--- src/rtl/vga_pg_pkg.sv ---
// Shared state encoding and default timing for the VGA per-group power-gating sequencer.
package vga_pg_pkg;

    typedef enum logic [1:0] {
        ACTIVE = 2'd0,
        ISO    = 2'd1,
        OFF    = 2'd2,
        WAKE   = 2'd3
    } pg_state_e;

    localparam int DEF_NGRP     = 10;
    localparam int DEF_IDLE_CYC = 16;
    localparam int DEF_ISO_CYC  = 2;
    localparam int DEF_WAKE_CYC = 8;
    localparam int DEF_CW       = 8;

endpackage

--- src/rtl/vga_pg_grp.sv ---
// One sensor group's power-gating FSM: idle debounce, isolate, switch off, and arbitrated wake.
//
//   state  | meaning
//   ACTIVE | powered, de-isolated; cnt counts consecutive idle samples
//   ISO    | outputs clamped, switch still closed; cnt times the clamp hold
//   OFF    | clamped and switch open; requests a wake while isg is low
//   WAKE   | switch closed, still clamped; cnt times rail settling
module vga_pg_grp
    import vga_pg_pkg::*;
#(
    parameter int IDLE_CYC = DEF_IDLE_CYC,
    parameter int ISO_CYC  = DEF_ISO_CYC,
    parameter int WAKE_CYC = DEF_WAKE_CYC,
    parameter int CW       = DEF_CW
) (
    input  logic      clk_i,
    input  logic      rst_i,
    input  logic      i_isg,
    input  logic      i_grant,
    output pg_state_e o_state,
    output logic      o_iso,
    output logic      o_sleep,
    output logic      o_pwr_ok,
    output logic      o_wake_req
);

    localparam logic [CW-1:0] IDLE_TC = CW'(IDLE_CYC - 1);
    localparam logic [CW-1:0] ISO_TC  = CW'(ISO_CYC - 1);
    localparam logic [CW-1:0] WAKE_TC = CW'(WAKE_CYC - 1);

    pg_state_e     r_state;
    pg_state_e     w_state_nxt;
    logic [CW-1:0] r_cnt;
    logic [CW-1:0] w_cnt_nxt;

    always_ff @(posedge clk_i or negedge rst_i) begin
        if (!rst_i) begin
            r_state <= ACTIVE;
            r_cnt   <= '0;
        end else begin
            r_state <= w_state_nxt;
            r_cnt   <= w_cnt_nxt;
        end
    end

    always_comb begin
        w_state_nxt = r_state;
        w_cnt_nxt   = r_cnt;
        case (r_state)
            ACTIVE: begin
                if (!i_isg) begin
                    w_cnt_nxt = '0;
                end else if (r_cnt == IDLE_TC) begin
                    w_state_nxt = ISO;
                    w_cnt_nxt   = '0;
                end else begin
                    w_cnt_nxt = r_cnt + CW'(1);
                end
            end
            ISO: begin
                if (!i_isg) begin
                    w_state_nxt = ACTIVE;
                    w_cnt_nxt   = '0;
                end else if (r_cnt == ISO_TC) begin
                    w_state_nxt = OFF;
                    w_cnt_nxt   = '0;
                end else begin
                    w_cnt_nxt = r_cnt + CW'(1);
                end
            end
            OFF: begin
                if (i_grant) begin
                    w_state_nxt = WAKE;
                    w_cnt_nxt   = '0;
                end
            end
            WAKE: begin
                // Wake runs to completion whatever isg does meanwhile.
                if (r_cnt == WAKE_TC) begin
                    w_state_nxt = ACTIVE;
                    w_cnt_nxt   = '0;
                end else begin
                    w_cnt_nxt = r_cnt + CW'(1);
                end
            end
            default: begin
                w_state_nxt = ACTIVE;
                w_cnt_nxt   = '0;
            end
        endcase
    end

    assign o_state    = r_state;
    assign o_iso      = (r_state != ACTIVE);
    assign o_sleep    = (r_state == OFF);
    assign o_pwr_ok   = (r_state == ACTIVE);
    assign o_wake_req = (r_state == OFF) && !i_isg;

endmodule

--- src/rtl/vga_pg_sequencer.sv ---
// Power-gating sequencer for NGRP sensor groups with a single-waker fixed-priority arbiter.
module vga_pg_sequencer
    import vga_pg_pkg::*;
#(
    parameter int NGRP     = DEF_NGRP,
    parameter int IDLE_CYC = DEF_IDLE_CYC,
    parameter int ISO_CYC  = DEF_ISO_CYC,
    parameter int WAKE_CYC = DEF_WAKE_CYC,
    parameter int CW       = DEF_CW
) (
    input  logic            clk_i,
    input  logic            rst_i,
    input  logic [NGRP-1:0] isg_i,
    output logic [NGRP-1:0] iso_o,
    output logic [NGRP-1:0] sleep_o,
    output logic [NGRP-1:0] pwr_ok_o,
    output logic            busy_o
);

    pg_state_e       w_state [NGRP];
    logic [NGRP-1:0] w_wake_req;
    logic [NGRP-1:0] w_grant;
    logic [NGRP-1:0] w_in_wake;
    logic [NGRP-1:0] w_in_trans;

    for (genvar g = 0; g < NGRP; g++) begin : g_grp
        vga_pg_grp #(
            .IDLE_CYC (IDLE_CYC),
            .ISO_CYC  (ISO_CYC),
            .WAKE_CYC (WAKE_CYC),
            .CW       (CW)
        ) u_grp (
            .clk_i      (clk_i),
            .rst_i      (rst_i),
            .i_isg      (isg_i[g]),
            .i_grant    (w_grant[g]),
            .o_state    (w_state[g]),
            .o_iso      (iso_o[g]),
            .o_sleep    (sleep_o[g]),
            .o_pwr_ok   (pwr_ok_o[g]),
            .o_wake_req (w_wake_req[g])
        );

        assign w_in_wake[g]  = (w_state[g] == WAKE);
        assign w_in_trans[g] = (w_state[g] == ISO) || (w_state[g] == WAKE);
    end

    // Lowest set request bit wins; nothing is granted while any group is still waking.
    assign w_grant = (|w_in_wake) ? '0 : (w_wake_req & (~w_wake_req + NGRP'(1)));
    assign busy_o  = |w_in_trans;

endmodule
--- config.mk ---
export PLATFORM = sky130hd
export DESIGN_NAME = vga_pg_sequencer
export DESIGN_NICKNAME = d
export VERILOG_FILES = /design/src/rtl/vga_pg_pkg.sv /design/src/rtl/vga_pg_grp.sv /design/src/rtl/vga_pg_sequencer.sv
export SDC_FILE = /design/constraint.sdc
export NUM_CORES = 1
export LEC_CHECK = 0
export ABC_AREA = 1
export BUFFER_PORTS_ARGS = -buffer_cell sky130_fd_sc_hd__buf_2
export CORE_AREA = 2 2 117 119
export CTS_BUF_LIST = sky130_fd_sc_hd__clkbuf_2 sky130_fd_sc_hd__clkbuf_4 sky130_fd_sc_hd__clkbuf_8
export CTS_CLUSTER_DIAMETER = 60
export CTS_CLUSTER_SIZE = 28
export DETAILED_ROUTE_END_ITERATION = 8
export DIE_AREA = 0 0 119 121
export MAX_ROUTING_LAYER = met4
export PLACE_DENSITY = 0.77
export SLEW_MARGIN = 5
export SYNTH_ARGS = -nofsm -noshare
export SYNTH_HDL_FRONTEND = slang
export SYNTH_SLANG_ARGS = --single-unit
--- constraint.sdc ---
create_clock -name clk_i -period 2.96 [get_ports clk_i]
set_input_delay 0 -clock clk_i [delete_from_list [all_inputs] [get_ports clk_i]]
set_output_delay 0 -clock clk_i [all_outputs]
set_load 0.01 [all_outputs]
Yosys cells after proc, flatten, opt, wreduce, memory -nomap -nowiden
Cells that the tools add are included.

word-level totals
  register bits after elaboration = 100
  bits of input ports = 12
  output and inout bits = 31
  word-level logic and storage cells = 346

cells by class
  add/sub/neg operators = 11
  equal/unequal tests = 110
  multiplexer cells = 141
  bitwise logic cells = 2
  reduce and logical (&&, ||, !) cells = 62

operators by type and width
  operator                 count
  $mux W8                  60
  $pmux W8 S4              10
  $mux W2                  60
  $add A8 B1 Y8 const B    10
  $eq A8 B1 Y1 const B     10
  $eq A8 B3 Y1 const B     10
  $eq A8 B4 Y1 const B     10
  $pmux W2 S4              10
  $ne A2 B2 Y1 const B     30
  $reduce_and A5 Y1        10
  $eq A2 B2 Y1 const B     20
  $ne A3 B2 Y1 const B     10
  $eq A2 B1 Y1 const B     10
  $logic_not A2 Y1         10
  $ne A2 B1 Y1 const B     10
  $reduce_bool A2 Y1       10
  $reduce_or A10 Y1        2
  $add A10 B1 Y10 const B  1
  $and A10 B10 Y10         1
  $logic_and A1 B1 Y1      10
  $logic_not A1 Y1         10
  $logic_or A1 B1 Y1       10
  $mux W10                 1
  $not A10 Y10             1

Longest topological paths before layout
  depth in word-level cells = 8
  mapped depth = 12
  mapped depth without buffers = 12

Hierarchy
A second synthesis with hierarchy kept.

unflattened totals
  cells, all modules = 1099
  area total of the unflattened synthesis = 7581.0 um^2

modules (own cells, without submodules)
  module                            times used  cells each  area an instance (um^2)
  vga_pg_grp at g_grp[0].u_grp ...  9           103         728.2
  vga_pg_grp at g_grp[9].u_grp      1           112         777.0
  vga_pg_sequencer                  1           60          250.2

Least setup slack after synthesis
OpenSTA, ideal clock, no wires.

  path kind = reg-to-reg
  start = register g_grp[5].u_grp.r_cnt[0]
  end = register g_grp[5].u_grp.r_cnt[3]
  arrival time = 1.486 ns
  required time = 2.843 ns
  setup slack = 1.357 ns
  cell stages (with the launch flop) = 11
  path buffers = 0
  period minus slack after synthesis = 1.603 ns
  path through = dfrtp_1 > ha_1 > nand2_1 > inv_1 > nand2_1 > o21ai_0 > nand2_1 > o21ai_0 > nand2_1 > nand2_1 > nor2_1

on the way
  longest elaborated chain between the ends = 4
  elaborated cells on any way between the ends = 10

ends and longest elaborated chain
  item                                         RTL line                                              text
  start, declared                              vga_pg_grp.sv:33                                      logic [CW-1:0] r_cnt;
  start signal, assigned                       vga_pg_grp.sv:42                                      r_cnt <= w_cnt_nxt;
  $add A8 B1 Y8, or another cell as far along  vga_pg_grp.sv:57, vga_pg_grp.sv:68, vga_pg_grp.sv:83
  $mux W8, on equally long branches            vga_pg_grp.sv:64, vga_pg_grp.sv:53
  $mux W8, on equally long branches            vga_pg_grp.sv:61, vga_pg_grp.sv:51
  $pmux W8 S4 *                                vga_pg_grp.sv:49                                      case (r_state)

Every way passes the cells marked *; elsewhere a longest branch is shown, timed or not.
A chain may end at the register's enable or synchronous reset.

==> metrics.md <==
| Metric | Value |
|---|---|
| Setup TNS | `0 ps` |
| Syn nets | `1132` |
| Reg-to-reg setup timing slack | `940 ps` |
| Largest area contributor in the netlist | `dfrtp_1` |
| Yosys top cell area share | `32.34%` |
| DRC viols | `0` |
| Skew final | `15.94 ps` |
| VDD IR-drop max | `364.4 uV` |
| Port Buffers | `42` |
| Commonest cells in the netlist | `nand2_1, inv_1, nand3_1` |
| Endpoint type of the worst setup path | `flop` |
| Synthesis-stage register bit count | `100` |
| Max H-tree Level | `3` |
| Outcome | `completed` |
| WS Path Type | `flop to flop` |
| Max-capacitance violation count | `0` |
| Total number of vias | `7078` |
| DR pass1 iterations | `5` |
| EDFF count, synth | `0` |
| Top cells by area, synth | `dfrtp_1, nand2_1, nand3_1` |
| Reg2reg start | `g_grp[1].u_grp.o_state[0]` |
| Core area | `13090 sq um` |
| Leakage | `4.028 nW` |
| CP cell instances | `nand2_2 > nand2_2 > nor2_4 > nand2_2 > nor2_8 > nand3_1 > nand2_1 > nand3_1 > nand2_1 > nand2_1` |
| Hold slack | `50.39 ps` |
| Yosys warning count | `0` |
| Via/cell ratio | `5.487` |
| Relative slew slack | `46.32%` |
| Clock transition at path regs | `100 ps` |
| Synth Cell Area | `7739 sq um` |
| Final Slew Violations | `0` |
| Cells after synthesis | `1100` |
| Distinct cells, synth | `48` |
| Hold Path Depth | `5` |
| Min-Delay Path Class | `input pin to flop` |
| Antenna-violating nets left | `0` |
| CP max stage cell | `dfrtp_1` |
| Final hold viol count | `0` |
| First-pass GRT wire length | `29090 um` |
| CP required | `3250 ps` |
| Clock root cell | `clkbuf_8` |
| Cells on worst reg2reg path | `10` |
| Clock Path Buffers | `2` |
| Vias in the first global route | `6483` |
| Arr. time, crit path | `2310 ps` |
| Die height | `121 um` |
| Final period util | `68.11%` |
| Placer Congestion | `0.9715` |
| Initial antenna violation count | `0` |
| DIE WIDTH | `119 um` |
| Unrepaired setup endpoints after global routing | `false` |
| Routed len/inst | `13.33 um` |
| Synth-to-Final Area Change | `3.783%` |
| Sink Count | `100` |
| CTS tree | `built` |
| Largest net degree at the start of global routing | `63` |
| Minimum clock period | `2016 ps` |
| FP Rows | `42` |
| Total power draw | `6.319 mW` |
| Final setup violation count | `0` |
| Met2 usage | `41.06%` |
| Slowest stage delay, CP | `550 ps` |
| Initial Utilization | `59.14%` |
| GRT busiest layer | `met2` |
| Post-CTS setup buffers | `0` |
| Mapped Avg Cell Area | `7.035 sq um` |
| Pwr per Cell Area | `786.7 nW/um^2` |
| Most numerous cell in the Yosys netlist | `nand2_1` |
| Initial DRC Count | `467` |
| Cts bufs inserted | `9` |
| Hold_sp | `isg_i[9]` |
| Crit-path max FO | `12` |
| PostCTS Resize Cnt | `0` |
| Antenna diodes | `0` |
| # IOs | `43` |
| Worst Tran Pin Value | `805.1 ps` |
| Post-detail-place hpwl | `12810 um` |
| Congestion Overflow GR | `0` |
| Register area share after synthesis | `32.34%` |
| WL final | `17190 um` |
| Post-synth ARST share | `100.0%` |
| F_max | `496.0 MHz` |
| Most used DFF post-synth | `dfrtp_1` |
| Global-route usage over all layers | `25.24%` |
| Die area | `14400 sq um` |
| Clock Latency Late Sink | `390 ps` |
| Met3 Usage GRT | `5.404%` |
| GR Util met1 | `32.05%` |
| Final #Nets | `1141` |
| Critical Path Source Type | `flop` |
| Layout cell share with drive strength beyond 1 | `10.68%` |
[worst max-delay path by stage]
stage / start / endpoint / slack, ps / depth (start not counted)
floorplan: g_grp[5].u_grp.r_cnt[0] / g_grp[5].u_grp.r_cnt[3] / 1360 / 10
global placement: g_grp[2].u_grp.o_state[0] / flop / 1050 / 8
finish: g_grp[1].u_grp.o_state[0] / flop / 940 / 10
global route: g_grp[1].u_grp.o_state[0] / g_grp[7].u_grp.r_cnt[3] / 790 / 10
detailed placement: g_grp[1].u_grp.o_state[0] / flop / 980 / 10
CTS: g_grp[1].u_grp.o_state[0] / flop / 970 / 10
[cell families (layout without fill, tap and decap cells)]
| family | Yosys count | after routing | share of synthesized area [%] |
|---|---|---|---|
| simple gates | 565 | 565 | 34.07 |
| buf+inv | 226 | 240 | 14.21 |
| compound gates | 166 | 166 | 13.55 |
| flops | 100 | 100 | 32.34 |
| xor+xnor | 23 | 23 | 2.603 |
| fa+ha+maj | 20 | 20 | 3.234 |
[where the power goes]
part | leakage (nW) | internal (mW) | switching [mW] | total, mW
Sequential | 1.34 | 1.68 | 0.507 | 2.18
Clock | 0.106 | 0.444 | 0.479 | 0.923
Combinational | 2.58 | 1.03 | 2.18 | 3.21
Total | 4.03 | 3.15 | 3.16 | 6.32
[metal layers]
metal / wire length [um] / share of wire [%]
met5: 0 / 0
met4: 223 / 1.3
met3: 806 / 4.7
met2: 8146 / 47
met1: 8013 / 47
[sequential cells by signal, summed over array words and instances, names as in the netlist, named ones only]
| signal | flops |
|---|---|
| g_grp.u_grp.r_cnt | 80 |
| g_grp.u_grp.o_state | 10 |
[what timing repair did]
| action | CTS | global route |
|---|---|---|
| hold endpoints to repair | 78 | 0 |
| setup endpoints to repair | 0 | 0 |
| hold buffers | 10 | 0 |
[cells in the final DEF, fill, tap and decap left out, types with 4 or more instances in the layout]
master,instances
dfrtp_1,100
o21ai_0,62
o21ai_1,11
nand2_1,217
buf_2,41
nor2_2,5
o22ai_1,8
nand3_2,8
inv_2,8
nand4_1,28
nand3_1,123
nand2_2,16
dlygate4sd3_1,10
inv_1,161
nor4_1,4
a21oi_2,4
ha_1,20
nor2_1,120
clkbuf_8,11
o211ai_1,35
or2_2,5
xor2_1,23
o21bai_1,4
a21oi_1,16
o2111ai_1,10
nor3_1,19
nand3b_1,4
[metrics by stage]
stage	cell area [sq um]	cells	setup WS, ps	util, %
finish	8031	1290	943.8	61.38
global route	8031	1290	794.6	61.38
CTS	8031	1290	966.2	61.38
detailed placement	7725	1264	981.3	59.04
global placement	7725	1264	1053	59.04
floorplan	7739	1100	1357	-
[critical path, delay by kind of cell, from the launching register on]
kind / cells / cell delay [ps]
simple gates: 10 / 1380
flops: 1 / 550
[final cells by class]
class | instances | area [sq um]
Fill cell | 1233 | 5054
Multi-Input combinational cell | 774 | 4136
Sequential cell | 100 | 2502
Inverter | 170 | 638.1
Timing Repair Buffer | 54 | 327.8
Tap cell | 176 | 220.2
Clock buffer | 12 | 158.9
Clock inverter | 4 | 47.55
Power figures use the tool's default switching activity.
